### src/rtl/vend_pkg.sv
// vend_pkg: shared coin codes, coin values and FSM encoding for the change dispenser
package vend_pkg;
   localparam logic [1:0] C0 = 2'b00;
   localparam logic [1:0] C1 = 2'b01;
   localparam logic [1:0] C2 = 2'b10;
   localparam logic [1:0] C5 = 2'b11;
   localparam logic [3:0] V1 = 4'd1;
   localparam logic [3:0] V2 = 4'd2;
   localparam logic [3:0] V5 = 4'd5;
   localparam logic [1:0] S_IDLE   = 2'd0;
   localparam logic [1:0] S_SELECT = 2'd1;
   localparam logic [1:0] S_EJECT  = 2'd2;
   localparam logic [1:0] S_FIN    = 2'd3;
   function automatic logic [3:0] coin_value(input logic [1:0] code);
      return code == C5 ? V5 : code == C2 ? V2 : code == C1 ? V1 : 4'd0;
   endfunction
endpackage

### src/rtl/vend_change_dispenser_if.sv
// vend_change_dispenser_if: request, hopper eject and completion handshake bundle
//   slave  : dispenser side (takes requests, drives ejects and completion)
//   master : vending core / hopper side
interface vend_change_dispenser_if;
   logic       req_valid;
   logic [3:0] req_amount;
   logic       req_ready;
   logic       eject_valid;
   logic [1:0] eject_coin;
   logic       eject_ack;
   logic       cmpl;
   logic       short_err;
   logic [3:0] residual;
   modport slave (
      input  req_valid, req_amount, eject_ack,
      output req_ready, eject_valid, eject_coin, cmpl, short_err, residual
   );
   modport master (
      output req_valid, req_amount, eject_ack,
      input  req_ready, eject_valid, eject_coin, cmpl, short_err, residual
   );
endinterface

### src/rtl/vend_tube_counter.sv
// vend_tube_counter: saturating coin tube inventory counter
//   clk, rst (async, active-low) ; inc_i : +1 ; qty_i : +qty ; dec_i : -1 ; cnt_o : inventory
//   All same-cycle events are summed to one net delta, then clamped to [0, 2^CNT_W-1].
module vend_tube_counter #(
   parameter int CNT_W    = 6,
   parameter int INIT_CNT = 10
) (
   input  logic             clk,
   input  logic             rst,
   input  logic             inc_i,
   input  logic [3:0]       qty_i,
   input  logic             dec_i,
   output logic [CNT_W-1:0] cnt_o
);
   // wide enough that max count + 15 + 1 never wraps
   localparam int W = CNT_W + 5;
   localparam logic [W-1:0] MAX = W'({CNT_W{1'b1}});
   logic [CNT_W-1:0] cnt_q, cnt_d;
   logic [W-1:0]     up, net;
   always_comb begin
      up    = W'(cnt_q) + W'(qty_i) + W'(inc_i);
      net   = up - W'(dec_i && up != '0);
      cnt_d = net > MAX ? MAX[CNT_W-1:0] : net[CNT_W-1:0];
   end
   always_ff @(posedge clk or negedge rst)
      if (!rst) cnt_q <= CNT_W'(INIT_CNT);
      else      cnt_q <= cnt_d;
   assign cnt_o = cnt_q;
endmodule

### src/rtl/vend_change_dispenser.sv
// vend_change_dispenser: greedy change sequencer for a 1/2/5 coin hopper with tube inventory
//   clk, rst (async, active-low)
//   bus          : request, eject valid/ack and completion (cmpl/short_err/residual)
//   cin_*        : customer coin credited to its tube ; refill_* : service refill
//   exact_change_only, busy, cnt1/cnt2/cnt5 : status and inventories
//   DISP_TIMEOUT_EN : adds hopper ack timeout and hopper_fault[2:0] = {f5,f2,f1}
module vend_change_dispenser
   import vend_pkg::*;
#(
   parameter int CNT_W    = 6,
   parameter int INIT_CNT = 10,
   parameter int LOW_TH   = 2
`ifdef DISP_TIMEOUT_EN
   ,
   parameter int TMO_CYC  = 64
`endif
) (
   input  logic                  clk,
   input  logic                  rst,
   vend_change_dispenser_if.slave bus,
   input  logic                  cin_valid,
   input  logic [1:0]            cin_coin,
   input  logic                  refill_valid,
   input  logic [1:0]            refill_coin,
   input  logic [3:0]            refill_qty,
   output logic                  exact_change_only,
   output logic                  busy,
   output logic [CNT_W-1:0]      cnt1,
   output logic [CNT_W-1:0]      cnt2,
   output logic [CNT_W-1:0]      cnt5
`ifdef DISP_TIMEOUT_EN
   ,
   output logic [2:0]            hopper_fault
`endif
);
   logic [1:0] state_q, state_d, coin_q, coin_d;
   logic [3:0] rem_q, rem_d;
   logic       ok_q, ok_d;
   logic       ack, tmo;
   logic [2:0] fault, avail;
   assign ack   = state_q == S_EJECT && bus.eject_ack;
   // a faulty tube looks empty to the selector
   assign avail = {cnt5 != '0 && !fault[2], cnt2 != '0 && !fault[1], cnt1 != '0 && !fault[0]};
`ifdef DISP_TIMEOUT_EN
   localparam int TW = $clog2(TMO_CYC + 1);
   logic [TW-1:0] tmo_q;
   logic [2:0]    fault_q;
   // ack on the last allowed cycle still wins over the timeout
   assign tmo = state_q == S_EJECT && !bus.eject_ack && tmo_q == TW'(TMO_CYC - 1);
   always_ff @(posedge clk or negedge rst)
      if (!rst) begin
         tmo_q   <= '0;
         fault_q <= '0;
      end else begin
         tmo_q   <= state_q == S_EJECT ? tmo_q + TW'(1) : '0;
         fault_q <= fault_q | ({3{tmo}} & {coin_q == C5, coin_q == C2, coin_q == C1});
      end
   assign fault        = fault_q;
   assign hopper_fault = fault_q;
`else
   assign tmo   = 1'b0;
   assign fault = '0;
`endif
   always_comb begin
      state_d = state_q;
      rem_d   = rem_q;
      coin_d  = coin_q;
      ok_d    = ok_q;
      case (state_q)
         S_IDLE:
            if (bus.req_valid) begin
               state_d = S_SELECT;
               rem_d   = bus.req_amount;
            end
         S_SELECT: begin
            coin_d  = rem_q >= V5 && avail[2] ? C5 :
                      rem_q >= V2 && avail[1] ? C2 :
                      rem_q >= V1 && avail[0] ? C1 : C0;
            state_d = coin_d == C0 ? S_FIN : S_EJECT;
            ok_d    = rem_q == 4'd0;
         end
         S_EJECT:
            if (bus.eject_ack) begin
               state_d = S_SELECT;
               rem_d   = rem_q - coin_value(coin_q);
            end else if (tmo) begin
               state_d = S_FIN;
               ok_d    = 1'b0;
            end
         default: state_d = S_IDLE;
      endcase
   end
   always_ff @(posedge clk or negedge rst)
      if (!rst) begin
         state_q <= S_IDLE;
         rem_q   <= '0;
         coin_q  <= C0;
         ok_q    <= 1'b0;
      end else begin
         state_q <= state_d;
         rem_q   <= rem_d;
         coin_q  <= coin_d;
         ok_q    <= ok_d;
      end
   vend_tube_counter #(.CNT_W(CNT_W), .INIT_CNT(INIT_CNT)) u_tube1 (
      .clk(clk), .rst(rst),
      .inc_i(cin_valid && cin_coin == C1),
      .qty_i(refill_valid && refill_coin == C1 ? refill_qty : 4'd0),
      .dec_i(ack && coin_q == C1),
      .cnt_o(cnt1)
   );
   vend_tube_counter #(.CNT_W(CNT_W), .INIT_CNT(INIT_CNT)) u_tube2 (
      .clk(clk), .rst(rst),
      .inc_i(cin_valid && cin_coin == C2),
      .qty_i(refill_valid && refill_coin == C2 ? refill_qty : 4'd0),
      .dec_i(ack && coin_q == C2),
      .cnt_o(cnt2)
   );
   vend_tube_counter #(.CNT_W(CNT_W), .INIT_CNT(INIT_CNT)) u_tube5 (
      .clk(clk), .rst(rst),
      .inc_i(cin_valid && cin_coin == C5),
      .qty_i(refill_valid && refill_coin == C5 ? refill_qty : 4'd0),
      .dec_i(ack && coin_q == C5),
      .cnt_o(cnt5)
   );
   assign bus.req_ready   = state_q == S_IDLE;
   assign busy            = state_q != S_IDLE;
   assign bus.eject_valid = state_q == S_EJECT;
   assign bus.eject_coin  = state_q == S_EJECT ? coin_q : C0;
   assign bus.cmpl        = state_q == S_FIN && ok_q;
   assign bus.short_err   = state_q == S_FIN && !ok_q;
   assign bus.residual    = state_q == S_FIN && !ok_q ? rem_q : 4'd0;
   assign exact_change_only = int'(cnt1) < LOW_TH || int'(cnt2) < LOW_TH;
endmodule

### src/flat_wrapper.sv
// flat-port wrapper written by rule: the top's interface ports become plain ports
module vend_change_dispenser_flat import vend_pkg::*;
#(
   parameter int CNT_W    = 6,
   parameter int INIT_CNT = 10,
   parameter int LOW_TH   = 2

)
  (clk, rst, cin_valid, cin_coin, refill_valid, refill_coin, refill_qty, exact_change_only, busy, cnt1, cnt2, cnt5, bus_req_valid, bus_req_amount, bus_eject_ack, bus_req_ready, bus_eject_valid, bus_eject_coin, bus_cmpl, bus_short_err, bus_residual);
  vend_change_dispenser_if bus_i ();
  input  logic clk;
  input  logic rst;
  input  logic cin_valid;
  input  logic [1:0] cin_coin;
  input  logic refill_valid;
  input  logic [1:0] refill_coin;
  input  logic [3:0] refill_qty;
  output logic exact_change_only;
  output logic busy;
  output logic [CNT_W-1:0] cnt1;
  output logic [CNT_W-1:0] cnt2;
  output logic [CNT_W-1:0] cnt5;
  input wire logic [$bits(bus_i.req_valid)-1:0] bus_req_valid;
  input wire logic [$bits(bus_i.req_amount)-1:0] bus_req_amount;
  input wire logic [$bits(bus_i.eject_ack)-1:0] bus_eject_ack;
  output wire logic [$bits(bus_i.req_ready)-1:0] bus_req_ready;
  output wire logic [$bits(bus_i.eject_valid)-1:0] bus_eject_valid;
  output wire logic [$bits(bus_i.eject_coin)-1:0] bus_eject_coin;
  output wire logic [$bits(bus_i.cmpl)-1:0] bus_cmpl;
  output wire logic [$bits(bus_i.short_err)-1:0] bus_short_err;
  output wire logic [$bits(bus_i.residual)-1:0] bus_residual;
  assign bus_i.req_valid = bus_req_valid;
  assign bus_i.req_amount = bus_req_amount;
  assign bus_i.eject_ack = bus_eject_ack;
  assign bus_req_ready = bus_i.req_ready;
  assign bus_eject_valid = bus_i.eject_valid;
  assign bus_eject_coin = bus_i.eject_coin;
  assign bus_cmpl = bus_i.cmpl;
  assign bus_short_err = bus_i.short_err;
  assign bus_residual = bus_i.residual;
  vend_change_dispenser #(.CNT_W(CNT_W), .INIT_CNT(INIT_CNT), .LOW_TH(LOW_TH)) u_core (.clk(clk), .rst(rst), .bus(bus_i), .cin_valid(cin_valid), .cin_coin(cin_coin), .refill_valid(refill_valid), .refill_coin(refill_coin), .refill_qty(refill_qty), .exact_change_only(exact_change_only), .busy(busy), .cnt1(cnt1), .cnt2(cnt2), .cnt5(cnt5));
endmodule
### config.mk
export PLATFORM = sky130hd
export DESIGN_NAME = vend_change_dispenser_flat
export DESIGN_NICKNAME = d
export VERILOG_FILES = /design/src/rtl/vend_pkg.sv /design/src/rtl/vend_change_dispenser_if.sv /design/src/rtl/vend_tube_counter.sv /design/src/rtl/vend_change_dispenser.sv /design/src/flat_wrapper.sv
export SDC_FILE = /design/constraint.sdc
export NUM_CORES = 1
export LEC_CHECK = 0
export BUFFER_PORTS_ARGS = -buffer_cell sky130_fd_sc_hd__buf_2
export CELL_PAD_IN_SITES_DETAIL_PLACEMENT = 1
export CELL_PAD_IN_SITES_GLOBAL_PLACEMENT = 1
export CORE_MARGIN = 2
export CORE_UTILIZATION = 43
export DETAILED_ROUTE_END_ITERATION = 8
export PLACE_DENSITY = 0.9
export SYNTH_ARGS = -nofsm -noshare
export SYNTH_HDL_FRONTEND = slang
export SYNTH_SLANG_ARGS = --single-unit
### constraint.sdc
create_clock -name clk -period 4 [get_ports clk]
set_input_delay 0.8 -clock clk [delete_from_list [all_inputs] [get_ports clk]]
set_output_delay 0.8 -clock clk [all_outputs]
set_load 0.01 [all_outputs]
==> results of run 1 <==
-- kinds of logic after synthesis --
kind of cell / Yosys count / share of synthesized area (%)
AOI/OAI and AO/OA: 90 / 21.5
xor gates and xnor gates: 26 / 9.19
adders and majority gates: 34 / 15.3
buffers and inverters: 30 / 3.79
DFF: 27 / 23.0
muxes: 2 / 0.674
and+or+nand+nor: 148 / 26.5
-- repair_timing --
item	4_1_cts
setup buffers	23
pin swaps	25
cloned	0
resized for setup	49
setup endpoints to repair	18
-- metrics by stage --
step,utilization (%),TNS [ps],worst slack [ps],hold slack [ps]
2_1_floorplan,-,-951,-146,504
3_3_place_gp,61.2,-5670,-442,559
3_5_place_dp,61.2,-8930,-627,606
4_1_cts,68.0,-478,-93.4,556
==> out/qor.txt, run 1 <==
STATUS
-------------------------------------------------------------------------------
Status                                                             stopped before the end
Halt point of the flow                                             global routing (5_1_grt)
Error that ended the run                                           [ERROR DPL-0033] detailed placement checks failed during check placement.

PLACE
-------------------------------------------------------------------------------
Input/output buffers                                                         47
Total cell area at the placement stage                                 4110 µm²
Instance count after placement with tap cells included                      554
Half-perimeter wire length of the detailed placement result             9250 µm
Final weighted congestion of routability-driven global placement          0.913

SYNTH
-------------------------------------------------------------------------------
Post-synth net total                                                        409
Cell area after technology mapping                                     2970 µm²
Post-synthesis cell count                                                   357
Proportion of synthesized chip area in sequential cells                   23.0%
FF+latch count, synth                                                        27
Top cells by count, synth                                          nand2_1, ha_1, inv_1
Warnings, synthesis                                                           0
Synth async-reset ratio                                                    100%
Count of flip-flops with a built-in enable after synthesis                    0
Ranking of synthesized cells by area                               dfrtp_1, ha_1, dfstp_2, xnor2_1, nand2_1
Mean cell area of the mapped netlist                                   8.32 µm²
Distinct cells, synth                                                        69
Top_reg_cell synth                                                      dfrtp_1
Area share of the largest cell type after synthesis                       17.7%
Cell type with the largest total area after synthesis                   dfrtp_1
Most numerous cell in the Yosys netlist                                 nand2_1

GRT
-------------------------------------------------------------------------------
Antenna violations before repair                                              1
Maximum number of pins on one net before global-route repair                 28

CLOCK TREE
-------------------------------------------------------------------------------
Post-cts hold buffer count                                                    0
TritonCTS buffer count                                                        3
Clock sink count                                                             27
Deepest level of the CTS H-tree                                               1
Maximum number of buffers from clock root to sink                             2
Clock tree root buffer cell                                            clkbuf_8

FLOORPLAN
-------------------------------------------------------------------------------
Effective utilization at floorplan                                        44.2%
Die outline width                                                       87.1 µm
Y dimension of the die                                                  87.1 µm
I/O pin count                                                                48
# rows                                                                       30

TIMING
-------------------------------------------------------------------------------
Worst-path endpoint after global-route repair_timing               u_core.u_tube1.cnt_o[4]$_DFF_PN0_/D
Kind of endpoint with the least setup slack                        register data pin

==> run 2, diff against run 1 <==
--- a/config.mk
+++ b/config.mk
@@ -6,12 +6,10 @@
 export NUM_CORES = 1
 export LEC_CHECK = 0
 export BUFFER_PORTS_ARGS = -buffer_cell sky130_fd_sc_hd__buf_2
-export CELL_PAD_IN_SITES_DETAIL_PLACEMENT = 1
-export CELL_PAD_IN_SITES_GLOBAL_PLACEMENT = 1
 export CORE_MARGIN = 2
-export CORE_UTILIZATION = 43
+export CORE_UTILIZATION = 40
 export DETAILED_ROUTE_END_ITERATION = 8
-export PLACE_DENSITY = 0.9
+export PLACE_DENSITY_LB_ADDON = 0.15
 export SYNTH_ARGS = -nofsm -noshare
 export SYNTH_HDL_FRONTEND = slang
 export SYNTH_SLANG_ARGS = --single-unit
==> out/qor.txt, run 2 <==
TIMING
------------------------------------------------------------------------------------------------------
Least setup slack across all paths after layout                                               -25.6 ps
Worst hold margin                                                                               528 ps
Number of max-slew violations in the final report                                                    0
Worst setup skew after layout                                                                  5.07 ps
Share of the clock period used by the worst path after layout                                     101%
Setup Total Neg Slack                                                                         -57.8 ps
Worst Max-Slew Pin Slew                                                                         637 ps
Final Hold Violating Endpoints                                                                       0
Maximum clock rate                                                                             248 MHz
Max-slew headroom                                                                                57.5%
Unrepaired setup endpoints after global routing                                                   true
Post-route minimum period                                                                      4030 ps
Final-report setup violation count                                                                   3

CELLS AND AREA
------------------------------------------------------------------------------------------------------
Area growth syn-to-layout                                                                        56.7%
Sequential Area                                                                                683 µm²
Net total in the final layout                                                                      549
Most common cell after layout, fill and taps aside                                               buf_4
Fraction of final layout cells sized beyond drive strength 1                                     51.6%
Number of inserted filler cells in the final layout                                                638
Area taken by multi-input logic gates                                                         2750 µm²
Total inserted antenna cells                                                                         0
Top library cells by usage in the layout, fill and taps aside                             buf_4, buf_2, nand2_1, inv_1, dfrtp_1

FLOORPLAN
------------------------------------------------------------------------------------------------------
Area enclosed by the die boundary                                                             8130 µm²
Effective utilization at floorplan                                                               41.2%
Placeable core area                                                                           7210 µm²
Die outline width                                                                              90.2 µm
I/O pin count                                                                                       48
Y dimension of the die                                                                         90.2 µm
# rows                                                                                              31

ROUTING
------------------------------------------------------------------------------------------------------
Number of vias after detailed routing                                                             3102
Violation count after the first detailed-route iteration                                            84
Residual DRC count                                                                                   0
Number of vias per cell after detailed routing                                                    5.21
Count of antenna-violating nets left after detailed routing                                          0
Total routed wirelength                                                                        8710 µm
Drt wl/cell                                                                                    14.6 µm
First-pass iteration count of the detailed router                                                    4

SYNTH
------------------------------------------------------------------------------------------------------
Proportion of synthesized chip area in sequential cells                                          23.0%
Synth async-reset ratio                                                                           100%
FF+latch count, synth                                                                               27
Cell type with the largest total area after synthesis                                          dfrtp_1
Cell area after technology mapping                                                            2970 µm²
Count of flip-flops with a built-in enable after synthesis                                           0
Most numerous cell in the Yosys netlist                                                        nand2_1
Top cells by count, synth                                                                 nand2_1, ha_1, inv_1
Area share of the largest cell type after synthesis                                              17.7%
Top_reg_cell synth                                                                             dfrtp_1
Ranking of synthesized cells by area                                                      dfrtp_1, ha_1, dfstp_2, xnor2_1, nand2_1
Post-synthesis cell count                                                                          357
Post-synth net total                                                                               409
Distinct cells, synth                                                                               69
Mean cell area of the mapped netlist                                                          8.32 µm²
Warnings, synthesis                                                                                  0

CRITICAL PATH
------------------------------------------------------------------------------------------------------
Kind of cell with the highest combined delay on the critical path                         simple AND/OR/NAND/NOR gates
Largest incremental delay on the critical path                                                  540 ps
CP endpoint kind                                                                              register
Worst setup path class                                                                    input port to register
Cell-by-cell trace of the critical path                                                   buf_6, and3b_2, and2_4, ha_4, inv_2, fa_2, inv_2, ha_4, nor2_4, a21oi_2, or2_1, o32ai_4, o21ai_2, o31a_1, ha_4, ha_4, or3_4, o211ai_4, nand3_1
Critical Path AT                                                                               4180 ps
CP Launch Type                                                                              input port
Top fanout value on the critical path                                                                6
Startpoint of the worst register-to-register path                                         u_core.u_tube1.cnt_o[1]
CP Launch Point                                                                           refill_coin[1]
Most frequent CP cell                                                                             ha_4
Required time at the worst-slack endpoint                                                      4150 ps
Buf+Inv Stages, Crit Path                                                                            3
Cell with the largest stage delay on the worst path                                               fa_2

PLACE
------------------------------------------------------------------------------------------------------
Half-perimeter wire length of the detailed placement result                                    6700 µm
Input/output buffers                                                                                47
Final weighted congestion of routability-driven global placement                                 0.965
Post-Place Setup Slack                                                                         -451 ps

CLOCK TREE
------------------------------------------------------------------------------------------------------
Post-cts hold buffer count                                                                           0
Clock tree root buffer cell                                                                   clkbuf_8
TritonCTS buffer count                                                                               3
Clock network latency to the later pin of the worst-skew pair                                   280 ps
Maximum number of buffers from clock root to sink                                                    2
TritonCTS clock tree                                                                             built
Clock transition at the register clock pins on the worst setup and hold paths after CTS         100 ps
Deepest level of the CTS H-tree                                                                      1
Clock sink count                                                                                    27

PWR
------------------------------------------------------------------------------------------------------
Power density over cell area                                                                622 nW/µm²
Pwr Total                                                                                    0.00289 W
Highest ir drop seen on vdd                                                                     300 µV
Static Leakage                                                                                 2.07 nW

GRT
------------------------------------------------------------------------------------------------------
Grt peak-use layer                                                                                met2
Antenna violations before repair                                                                     0
Overall Global Routing Usage                                                                     20.9%
Fraction of met1 tracks used by global routing                                                   28.7%
Met2 track demand over resource in global routing                                                36.3%
Maximum number of pins on one net before global-route repair                                        28
Overall overflow remaining after global route                                                        0
GR Util met3                                                                                     1.51%
Via count of the first global-routing pass                                                        3100
Global-route wire length before repair                                                        14200 µm

FLOW RUN
------------------------------------------------------------------------------------------------------
Max-cap check violation count                                                                        0

HOLD PATH
------------------------------------------------------------------------------------------------------
Worst hold-check path type                                                                input port to async pin

STATUS
------------------------------------------------------------------------------------------------------
Status                                                                                    finished, violations left
Failing checks                                                                            setup timing

-- run 2: cell counts after synthesis --
No cell type changed its count.
-- run 2: report_power, final --
part           internal (W)  leakage [nW]  switching, W  total (W)
logic               0.00102          1.74       0.00106    0.00208
registers          0.000435         0.308      0.000214   0.000650
clock network     0.0000710        0.0217     0.0000957   0.000167
total               0.00153          2.07       0.00137    0.00289
-- run 2: final timing paths --
path | to | slack [ps] | cells after the start
max | u_core.u_tube1.cnt_o[2] | -30 | 19
min | u_core.coin_q[0] | 530 | 1
max reg2reg | u_core.u_tube1.cnt_o[2] | 410 | 15
min reg2reg | u_core.rem_q[3] | 610 | 2
max in group asynchronous | u_core.u_tube2.cnt_o[2] | 3060 | 1
min in group clk | u_core.rem_q[3] | 610 | 2
-- run 2: routing by layer --
metal | routed length (µm) | share of wire [%]
met5 | 0 | 0
met1 | 4160 | 48
met4 | 64 | 0.73
met3 | 222 | 2.5
met2 | 4270 | 49
-- run 2: layout make-up --
type,count,area share [%]
clock buffers,3,0.888
clock inverters,1,0.161
inverters,29,2.34
multi-input cells,300,59.2
flip-flops and latches,27,14.7
well taps,99,2.66
repair buffers,136,20.1
-- run 2: cell families (layout without fill, tap and decap cells) --
kind of cell | Yosys count | count (layout) | synth area share (%)
AOI/OAI and AO/OA | 90 | 90 | 21.5
xor gates and xnor gates | 26 | 26 | 9.19
adders and majority gates | 34 | 34 | 15.3
buffers and inverters | 30 | 169 | 3.79
DFF | 27 | 27 | 23.0
muxes | 2 | 2 | 0.674
and+or+nand+nor | 148 | 148 | 26.5
-- run 2: worst register-to-register path: cells and delay by family (launching register included) --
family,cells,cell delay (ps)
fa+ha+maj,4,1130
simple gates,4,860
compound gates,5,770
flops,1,590
buf+inv,2,140
-- run 2: repair_timing --
action,4_1_cts,5_1_grt
gates cloned,0,0
setup endpoints to repair,13,18
setup buffers,6,12
gates resized for setup,16,51
pin swaps,14,28
-- run 2: stage by stage --
stage          utilization [%]  area, µm²  std cells
5_1_grt                   64.5       4650        595
3_3_place_gp              57.3       4130        573
6_report                  64.5       4650        595
2_1_floorplan                -       3240        357
3_5_place_dp              57.3       4130        573
4_1_cts                   59.8       4310        583
No activity file was read; power rests on OpenSTA's default activity.
